--- config.mk ---
export PLATFORM = sky130hd
export DESIGN_NAME = draw_sprite_flat
export DESIGN_NICKNAME = d
export VERILOG_FILES = /design/src/rtl/vga_pkg.sv /design/src/rtl/vga_if.sv /design/src/rtl/draw_sprite_pos.sv /design/src/rtl/draw_sprite.sv /design/src/flat_wrapper.sv
export SDC_FILE = /design/constraint.sdc
export NUM_CORES = 1
export LEC_CHECK = 0
export CAP_MARGIN = 25
export CORE_ASPECT_RATIO = 0.8
export CORE_MARGIN = 2
export CORE_UTILIZATION = 45
export CTS_CLUSTER_SIZE = 20
export DETAILED_ROUTE_END_ITERATION = 7
export PLACE_DENSITY = 0.85
export SLEW_MARGIN = 0
export SYNTH_ARGS = -nofsm -noshare
export SYNTH_HDL_FRONTEND = slang
export SYNTH_SLANG_ARGS = --single-unit
export TNS_END_PERCENT = 20
--- constraint.sdc ---
create_clock -name clk -period 5.1 [get_ports clk]
set_input_delay 1.02 -clock clk [delete_from_list [all_inputs] [get_ports clk]]
set_output_delay 1.02 -clock clk [all_outputs]
set_load 0.1 [all_outputs]
--- src/rtl/vga_pkg.sv ---
// Shared VGA types and constants for the draw-stage chain.
package vga_pkg;
  localparam int HOR_PIXELS = 1024;
  localparam int VER_PIXELS = 768;

  typedef logic [11:0] rgb_t;

  localparam rgb_t TRANSP_RGB_DEFAULT = 12'hF0F;

  // Timing fields carried down the pipeline alongside rgb
  typedef struct packed {
    logic [10:0] vcount;
    logic [10:0] hcount;
    logic        vsync;
    logic        hsync;
    logic        vblnk;
    logic        hblnk;
  } vtiming_t;

  // Sprite placement request / committed placement
  typedef struct packed {
    logic [10:0] x;
    logic [10:0] y;
    logic        en;
  } spr_pos_t;
endpackage

--- src/rtl/vga_if.sv ---
// VGA stream: timing counters, sync/blank flags and pixel colour.
interface vga_if;
  import vga_pkg::*;

  logic [10:0] vcount;
  logic [10:0] hcount;
  logic        vsync;
  logic        hsync;
  logic        vblnk;
  logic        hblnk;
  rgb_t        rgb;

  modport in  (input  vcount, hcount, vsync, hsync, vblnk, hblnk, rgb);
  modport out (output vcount, hcount, vsync, hsync, vblnk, hblnk, rgb);
endinterface

--- src/rtl/draw_sprite_pos.sv ---
// Double-buffered sprite position: shadow loads on every strobe, active
// copies shadow only on the rising edge of vertical blanking.
module draw_sprite_pos
  import vga_pkg::*;
(
  input  logic     clk,
  input  logic     rst,
  input  spr_pos_t req,
  input  logic     pos_valid,
  input  logic     vblnk,
  output spr_pos_t act
);
  spr_pos_t shadow;
  logic     vblnk_q;

  // Shadow capture, vblnk edge detect and commit; a strobe on the edge
  // cycle bypasses the shadow so it lands in active the same clock.
  always_ff @(posedge clk) begin
    if (rst) begin
      shadow  <= '0;
      act     <= '0;
      vblnk_q <= 1'b0;
    end else begin
      if (pos_valid)
        shadow <= req;
      if (vblnk && !vblnk_q)
        act <= pos_valid ? req : shadow;
      vblnk_q <= vblnk;
    end
  end
endmodule

--- src/rtl/draw_sprite.sv ---
// Two-stage sprite overlay: stage 1 computes hit and ROM address from the
// incoming position, stage 2 muxes the ROM pixel over the background.
module draw_sprite
  import vga_pkg::*;
#(
  parameter int   SPR_W      = 16,
  parameter int   SPR_H      = 8,
  parameter int   SCALE_LOG2 = 1,
  parameter rgb_t TRANSP_RGB = TRANSP_RGB_DEFAULT,
  localparam int  ADDR_W     = $clog2(SPR_W*SPR_H)
)(
  input  logic              clk,
  input  logic              rst,
  input  logic [10:0]       xpos,
  input  logic [10:0]       ypos,
  input  logic              sprite_en,
  input  logic              pos_valid,
  output logic [ADDR_W-1:0] rom_addr,
  input  logic [11:0]       rom_data,
  vga_if.in                 vga_in,
  vga_if.out                vga_out
);
  localparam int XW = $clog2(SPR_W);
  localparam int YW = $clog2(SPR_H);
  localparam logic [11:0] W_SCR = 12'(SPR_W << SCALE_LOG2);
  localparam logic [11:0] H_SCR = 12'(SPR_H << SCALE_LOG2);

  spr_pos_t req, act;
  assign req = '{x: xpos, y: ypos, en: sprite_en};

  draw_sprite_pos u_pos (
    .clk       (clk),
    .rst       (rst),
    .req       (req),
    .pos_valid (pos_valid),
    .vblnk     (vga_in.vblnk),
    .act       (act)
  );

  // 12-bit differences: bit 11 set means the beam is left of / above the
  // sprite. Positions past the visible area simply never meet ~hblnk.
  logic [11:0]       dx, dy;
  logic              hit;
  logic [ADDR_W-1:0] addr_nxt, addr_q;

  assign dx = {1'b0, vga_in.hcount} - {1'b0, act.x};
  assign dy = {1'b0, vga_in.vcount} - {1'b0, act.y};
  assign hit = ~rst & act.en & ~vga_in.hblnk & ~vga_in.vblnk &
               ~dx[11] & ~dy[11] & (dx < W_SCR) & (dy < H_SCR);

  // Power-of-two sprite: row-major address is just {row, col}.
  assign addr_nxt = {dy[SCALE_LOG2 +: YW], dx[SCALE_LOG2 +: XW]};

  // The address is presented in the same cycle as the stage-1 register
  // load so the synchronous ROM's output lines up with stage 2; addr_q
  // holds the last hit address while off-sprite.
  assign rom_addr = hit ? addr_nxt : addr_q;

  vtiming_t t1;
  rgb_t     rgb1;
  logic     hit1;

  // Stage 1: register timing, background colour, hit flag and address
  always_ff @(posedge clk) begin
    if (rst) begin
      t1     <= '0;
      rgb1   <= '0;
      hit1   <= 1'b0;
      addr_q <= '0;
    end else begin
      t1     <= '{vcount: vga_in.vcount, hcount: vga_in.hcount,
                  vsync: vga_in.vsync, hsync: vga_in.hsync,
                  vblnk: vga_in.vblnk, hblnk: vga_in.hblnk};
      rgb1   <= vga_in.rgb;
      hit1   <= hit;
      addr_q <= rom_addr;
    end
  end

  // Stage 2: overlay opaque ROM pixels, forward timing
  always_ff @(posedge clk) begin
    if (rst) begin
      vga_out.vcount <= '0;
      vga_out.hcount <= '0;
      vga_out.vsync  <= 1'b0;
      vga_out.hsync  <= 1'b0;
      vga_out.vblnk  <= 1'b0;
      vga_out.hblnk  <= 1'b0;
      vga_out.rgb    <= '0;
    end else begin
      vga_out.vcount <= t1.vcount;
      vga_out.hcount <= t1.hcount;
      vga_out.vsync  <= t1.vsync;
      vga_out.hsync  <= t1.hsync;
      vga_out.vblnk  <= t1.vblnk;
      vga_out.hblnk  <= t1.hblnk;
      vga_out.rgb    <= (hit1 && rom_data != TRANSP_RGB) ? rom_data : rgb1;
    end
  end
endmodule

--- src/flat_wrapper.sv ---
// flat-port wrapper written by rule: the top's interface ports become plain ports
module draw_sprite_flat import vga_pkg::*;
#(
  parameter int   SPR_W      = 16,
  parameter int   SPR_H      = 8,
  parameter int   SCALE_LOG2 = 1,
  parameter rgb_t TRANSP_RGB = TRANSP_RGB_DEFAULT,
  localparam int  ADDR_W     = $clog2(SPR_W*SPR_H)
)
  (clk, rst, xpos, ypos, sprite_en, pos_valid, rom_addr, rom_data, vga_in_vcount, vga_in_hcount, vga_in_vsync, vga_in_hsync, vga_in_vblnk, vga_in_hblnk, vga_in_rgb, vga_out_vcount, vga_out_hcount, vga_out_vsync, vga_out_hsync, vga_out_vblnk, vga_out_hblnk, vga_out_rgb);
  vga_if vga_in_i ();
  vga_if vga_out_i ();
  input  logic clk;
  input  logic rst;
  input  logic [10:0] xpos;
  input  logic [10:0] ypos;
  input  logic sprite_en;
  input  logic pos_valid;
  output logic [ADDR_W-1:0] rom_addr;
  input  logic [11:0] rom_data;
  input wire logic [$bits(vga_in_i.vcount)-1:0] vga_in_vcount;
  input wire logic [$bits(vga_in_i.hcount)-1:0] vga_in_hcount;
  input wire logic [$bits(vga_in_i.vsync)-1:0] vga_in_vsync;
  input wire logic [$bits(vga_in_i.hsync)-1:0] vga_in_hsync;
  input wire logic [$bits(vga_in_i.vblnk)-1:0] vga_in_vblnk;
  input wire logic [$bits(vga_in_i.hblnk)-1:0] vga_in_hblnk;
  input wire logic [$bits(vga_in_i.rgb)-1:0] vga_in_rgb;
  output wire logic [$bits(vga_out_i.vcount)-1:0] vga_out_vcount;
  output wire logic [$bits(vga_out_i.hcount)-1:0] vga_out_hcount;
  output wire logic [$bits(vga_out_i.vsync)-1:0] vga_out_vsync;
  output wire logic [$bits(vga_out_i.hsync)-1:0] vga_out_hsync;
  output wire logic [$bits(vga_out_i.vblnk)-1:0] vga_out_vblnk;
  output wire logic [$bits(vga_out_i.hblnk)-1:0] vga_out_hblnk;
  output wire logic [$bits(vga_out_i.rgb)-1:0] vga_out_rgb;
  assign vga_in_i.vcount = vga_in_vcount;
  assign vga_in_i.hcount = vga_in_hcount;
  assign vga_in_i.vsync = vga_in_vsync;
  assign vga_in_i.hsync = vga_in_hsync;
  assign vga_in_i.vblnk = vga_in_vblnk;
  assign vga_in_i.hblnk = vga_in_hblnk;
  assign vga_in_i.rgb = vga_in_rgb;
  assign vga_out_vcount = vga_out_i.vcount;
  assign vga_out_hcount = vga_out_i.hcount;
  assign vga_out_vsync = vga_out_i.vsync;
  assign vga_out_hsync = vga_out_i.hsync;
  assign vga_out_vblnk = vga_out_i.vblnk;
  assign vga_out_hblnk = vga_out_i.hblnk;
  assign vga_out_rgb = vga_out_i.rgb;
  draw_sprite #(.SPR_W(SPR_W), .SPR_H(SPR_H), .SCALE_LOG2(SCALE_LOG2), .TRANSP_RGB(TRANSP_RGB)) u_core (.clk(clk), .rst(rst), .xpos(xpos), .ypos(ypos), .sprite_en(sprite_en), .pos_valid(pos_valid), .rom_addr(rom_addr), .rom_data(rom_data), .vga_in(vga_in_i), .vga_out(vga_out_i));
endmodule
# [Yosys cells after proc, flatten, opt, wreduce, memory -nomap -nowiden]
# Index checks and enable logic that the tools add are counted.
[totals] register_bits=130 latchBits=0 mem_bits_rw=0 romBits=0 input_bits=76 out_inout_bits=45 elab_cells=45 n_memories=0
[op_classes] n_addsub=2 mul=0 div_mod_pow=0 order_cmp=2 eq_ne=1 n_shift=0 muxes=3 n_bitwise=12 reduce_logical=3
[ops] cell="$sub 11x11->12" count=2
[ops] cell="$mux 23" count=1
[ops] cell="$lt 12x5->1 const B" count=1
[ops] cell="$lt 12x6->1 const B" count=1
[ops] cell="$mux 12" count=1
[ops] cell="$ne 12x12->1 const B" count=1
[ops] cell="$and 1x1->1" count=7
[ops] cell="$mux 7" count=1
[ops] cell="$not 1->1" count=5
[ops] cell="$logic_and 1x1->1" count=2
[ops] cell="$logic_not 1->1" count=1

# [Logic depth before layout (Yosys ltp)]
[logic_depth] depth_word=9 depth_mapped=11 mapped_depth_nobuf=10

# [By module]
# Synthesis repeated with hierarchy kept, for this count alone.
[hier_totals] cells_unflattened=596 area_unflattened_um2=5744.3
[modules_own_cells] module="draw_sprite" n_inst=1 cells_each=442 area_per_inst_um2=4097.7 seq_area_each_um2=1681.6
[modules_own_cells] module="draw_sprite_pos" n_inst=1 cells_each=154 area_per_inst_um2=1646.6 seq_area_each_um2=940.9

# [Least setup slack after synthesis]
# OpenSTA, ideal clock, no wires.
[synth_timing] path_type="input to output" start="in vga_in_hcount[2]" end="out rom_addr[0]" arrival_ns=4.672 t_required_ns=4.080 slack_ns=-0.592 path_stages=9 n_path_buf=1 cell_sequence="ha_1 > nor2b_4 > o31a_1 > o31a_1 > o211a_1 > o221a_2 > o2111ai_4 > buf_6 > mux2i_1"
[synth_between] elab_chain_len=7 elab_cells_between_ends=8 classes_between="add/sub (1); order compare (1); mux (1); bitwise (5)"
[synth_lines] item="start, declared" line_no="flat_wrapper.sv:22" rtl="input wire logic [$bits(vga_in_i.hcount)-1:0] vga_in_hcount;"
[synth_lines] item="$sub 11x11->12 (*)" line_no="draw_sprite.sv:46" rtl="assign dx = {1'b0, vga_in.hcount} - {1'b0, act.x};"
[synth_lines] item="parallel branches: the longest is 3 deep, another holds $lt 12x6->1"
[synth_lines] item="$and 1x1->1 (*) (2 in series)" line_no="draw_sprite.sv:49" rtl="~dx[11] & ~dy[11] & (dx < W_SCR) & (dy < H_SCR);"
[synth_lines] item="$mux 7 (*)" line_no="draw_sprite.sv:57" rtl="assign rom_addr = hit ? addr_nxt : addr_q;"
[synth_lines] item="end, declared" line_no="flat_wrapper.sv:19" rtl="output logic [ADDR_W-1:0] rom_addr;"
# Every way passes the cells marked *.

# [Worst setup path after layout]
[layout_timing] start="in vga_in_hcount[2]" end="out rom_addr[5]"
# Same word-level chain as after synthesis.

==> metrics.md <==
| Metric | Value |
|---|---|
| Final hold viol count | `0` |
| Io pins | `~120` |
| Place WS | `-37.4 ps` |
| Sequential cell area fraction in the yosys report | `0.486` |
| WL per Instance | `15.3 um` |
| Clock sinks | `130` |
| Iter 0 DRT Violations | `231` |
| RR Startpoint | `u_core.u_pos.act[12]` |
| EDFF count, synth | `0` |
| Synth Register Bits | `between 100 and 150` |
| Ys async rst share | `0` |
| # port buffers | `120` |
| Synth top cells by count | `dfxtp_1, nor2_1, nor2b_1, mux2i_1, inv_1` |
| Area of the multi-input gates | `~2600 um^2` |
| Diode count | `0` |
| CP Cell Sequence | `clkdlybuf4s50_1, ha_1, nor2b_4, o31a_1, o31a_1, o211a_4, o221a_4, o2111ai_4, buf_12, mux2_4, buf_12` |
| Initial antenna violation count | `0` |
| Hold slack | `around 430 ps` |
| Initial cell density of the core | `0.463` |
| Die Footprint | `about 13000 um^2` |
| Clk slew on worst S/H paths | `50 ps` |
| Antenna-violating nets left | `0` |
| Synthesized area per cell | `9.89 um^2` |
| Total Nets Final | `approximately 770` |
| Mapped Area | `around 5400 um^2` |
| First-pass GRT wire length | `about 20 mm` |
| Sequential share of power | `0.403` |
| Worst-path maximum fanout | `8` |
| RSZ-0062 raised after global routing | `no` |
| Mapped Nets | `639` |
| Setup Viol. Count Final | `0` |
| Largest net degree at the start of global routing | `81` |
| Count leader, synth | `dfxtp_1` |
| Clk network pwr share | `0.418` |
| Clk_lat worst skew | `a little over 400 ps` |
| Min Clock Period, post-route | `about 5000 ps` |
| Fmax | `a little under 200 MHz` |
| Largest stage delay, worst path | `520 ps` |
| Area of the core | `11600 um^2` |
| CTS tree | `done` |
| Period utilisation layout | `0.988` |
| Primary FF master, synth | `dfxtp_1` |
| TritonRoute pass-1 iters | `5` |
| CTS Root Cell | `clkbuf_16` |
| CTS Hold Bufs | `0` |
| Worst-case clock buffer depth | `2` |
| Drt drc | `0` |
| Setup ws final | `62.0 ps` |
| H-tree levels | `4` |
| Crit start category | `primary input` |
| Pwr Density | `362 nW/um^2` |
| Internal power | `1990 uW` |
| Drt total wl | `12.6 mm` |
| Total grt overflow | `0` |
| Hold Crit Class | `flop to flop` |
| Final Max Tran Viols | `0` |
| Min-Delay Startpoint | `u_core.t1[6]` |
| Die width | `126 um` |
| Req. time, crit path | `slightly above 4000 ps` |
| Max_cap viols | `0` |
| Vias per inst | `5.07` |
| Switching Power | `about 710 uW` |
| Switch share | `0.264` |
| Placed cells | `796` |
| Yosys top cell area share | `0.486` |
| Distinct cells, synth | `55` |
| Critical path arrival | `4020 ps` |
| Area added between synthesis and finish | `39.3%` |
| DP Wirelength | `9.22 mm` |
| Peak VDD IR | `0.247 mV` |
| Vias in the first global route | `4045` |
| Leak | `0.00312 uW` |
| FF+latch area | `2600 um^2` |
| Yosys warnings | `0` |
| Status | `finished clean` |
| Clock Skews | `12.5 ps` |
| Placer Congestion | `0.912` |
| Largest cells by area after synthesis | `dfxtp_1, nor2b_1, mux2i_1` |
| Setup TNS | `0 ps` |
| Worst path slowest cell | `clkdlybuf4s50_1` |
| Rel. slew slack | `0.339` |
| Yosys top cell by area | `dfxtp_1` |
| Critical Path Sink Type | `primary output` |
| Worst-margin pin slew | `989 ps` |
| Crit Path Class | `primary input to primary output` |
| Final core utilization | `0.645` |
| Worst Path Buf+Inv | `3` |
| Largest delay share family, worst path | `compound AO/OA/AOI/OAI gates` |
| Post-synthesis cell count | `541` |
| TritonCTS Buffers | `17` |
| All-layer global routing usage | `0.196` |
| Die Y | `around 100 um` |
| Critical Path Source | `vga_in_hcount[2]` |
| Final std cells w/o fill | `828` |
| Fill cells | `903` |
| Layout cells sized above 1 | `0.115` |
| Comb pwr share | `0.178` |
| # rows | `35` |
| DR vias | `4200` |
[power groups by stage]
stage	sequential [uW]	combinational (uW)	clock [uW]
after CTS	1090	473	1150
final	1090	481	1130
after detailed placement	1110	464	0
after floorplan	1190	230	0
after global placement	1110	456	0
after global routing	1090	517	1190
[registers in the layout, summed over array words and instances, names as in the netlist]
register / cells
u_core.vga_out.rgb: 12
u_core.vga_out.vcount: 11
u_core.vga_out.hcount: 11
u_core.u_pos.shadow: 23
u_core.t1: 26
u_core.addr_q: 7
u_core.hit1: 1
u_core.vga_out.hsync: 1
u_core.vga_out.hblnk: 1
u_core.vga_out.vsync: 1
u_core.vga_out.vblnk: 1
u_core.u_pos.act: 23
u_core.rgb1: 12
[metal layers]
layer | share of wire | track usage | wire [um]
met5 | 0 | 0 | 0
met2 | 0.45 | 0.305 | 5690
met4 | 0.011 | 0.0659 | 144
met1 | 0.48 | 0.266 | 6090
met3 | 0.057 | 0.0534 | 723
[cells by family after synthesis]
family / count (synthesis) / synth area share
compound gates: 78 / 0.110
xor+xnor: 7 / 0.0115
fa+ha+maj: 22 / 0.0542
buf+inv: 57 / 0.0414
flops: 130 / 0.486
mux: 47 / 0.0935
simple gates: 200 / 0.203
[placed cells by master, fill, tap and decap left out, drive strengths merged, types with 3 or more instances in the layout]
cell type | Yosys | layout
nand4b | 3 | 3
o31a | 3 | 3
o21a | 4 | 4
dfxtp | 130 | 130
a211oi | 26 | 26
a21oi | 13 | 13
nand3 | 3 | 3
nor3 | 7 | 7
ha | 20 | 20
clkdlybuf4s50 | 0 | 111
o21ai | 6 | 6
nor2 | 70 | 70
xor2 | 3 | 3
mux2 | 9 | 9
nand2 | 17 | 17
or3 | 3 | 3
clkbuf | 19 | 24
inv | 33 | 33
nor4 | 6 | 6
xnor2 | 4 | 4
buf | 5 | 23
a31oi | 4 | 4
a21o | 5 | 5
mux2i | 38 | 38
nor2b | 70 | 70
nand2b | 11 | 11
[cell type report]
type,instances,share of cell area
sequential,130,0.349
multi-input combinational,354,0.349
timing repair buffer,135,0.187
clock buffer,24,0.0673
tap,148,0.0248
inverter,33,0.0166
clock inverter,4,0.00688
[worst register-to-register path, stage by stage, from the launching register on]
cell and delay, ps:
dfxtp_1 440, nand2b_4 80, inv_1 80, fa_2 250, nor2b_4 50, o31a_1 330, o31a_1 300, o211a_4 270
o221a_4 300, o2111ai_4 210, buf_12 170, buf_2 200, buf_4 140, mux2_2 320
[worst paths after layout]
path / end / slack [ps] / cells after the start
worst max-delay path: rom_addr[5] / 60 / 11
worst min-delay path: u_core.vga_out.hcount[2] / 430 / 1
worst max register to register: u_core.addr_q[6] / 1820 / 13
worst min register to register: u_core.vga_out.hcount[2] / 430 / 1
[timing repair]
action | in CTS | in global routing
hold endpoints to repair | 0 | 0
pin swaps | 7 | 2
setup buffers | 4 | 0
resized for setup | 5 | 5
setup endpoints to repair | 7 | 7
[through the flow]
stage	total power [uW]	area [um^2]
finish	2700	7460
global route	2800	7460
CTS	2710	7430
detailed placement	1570	6820
global placement	1560	6810
floorplan	1420	5360
(Power assumes the default switching activity.)
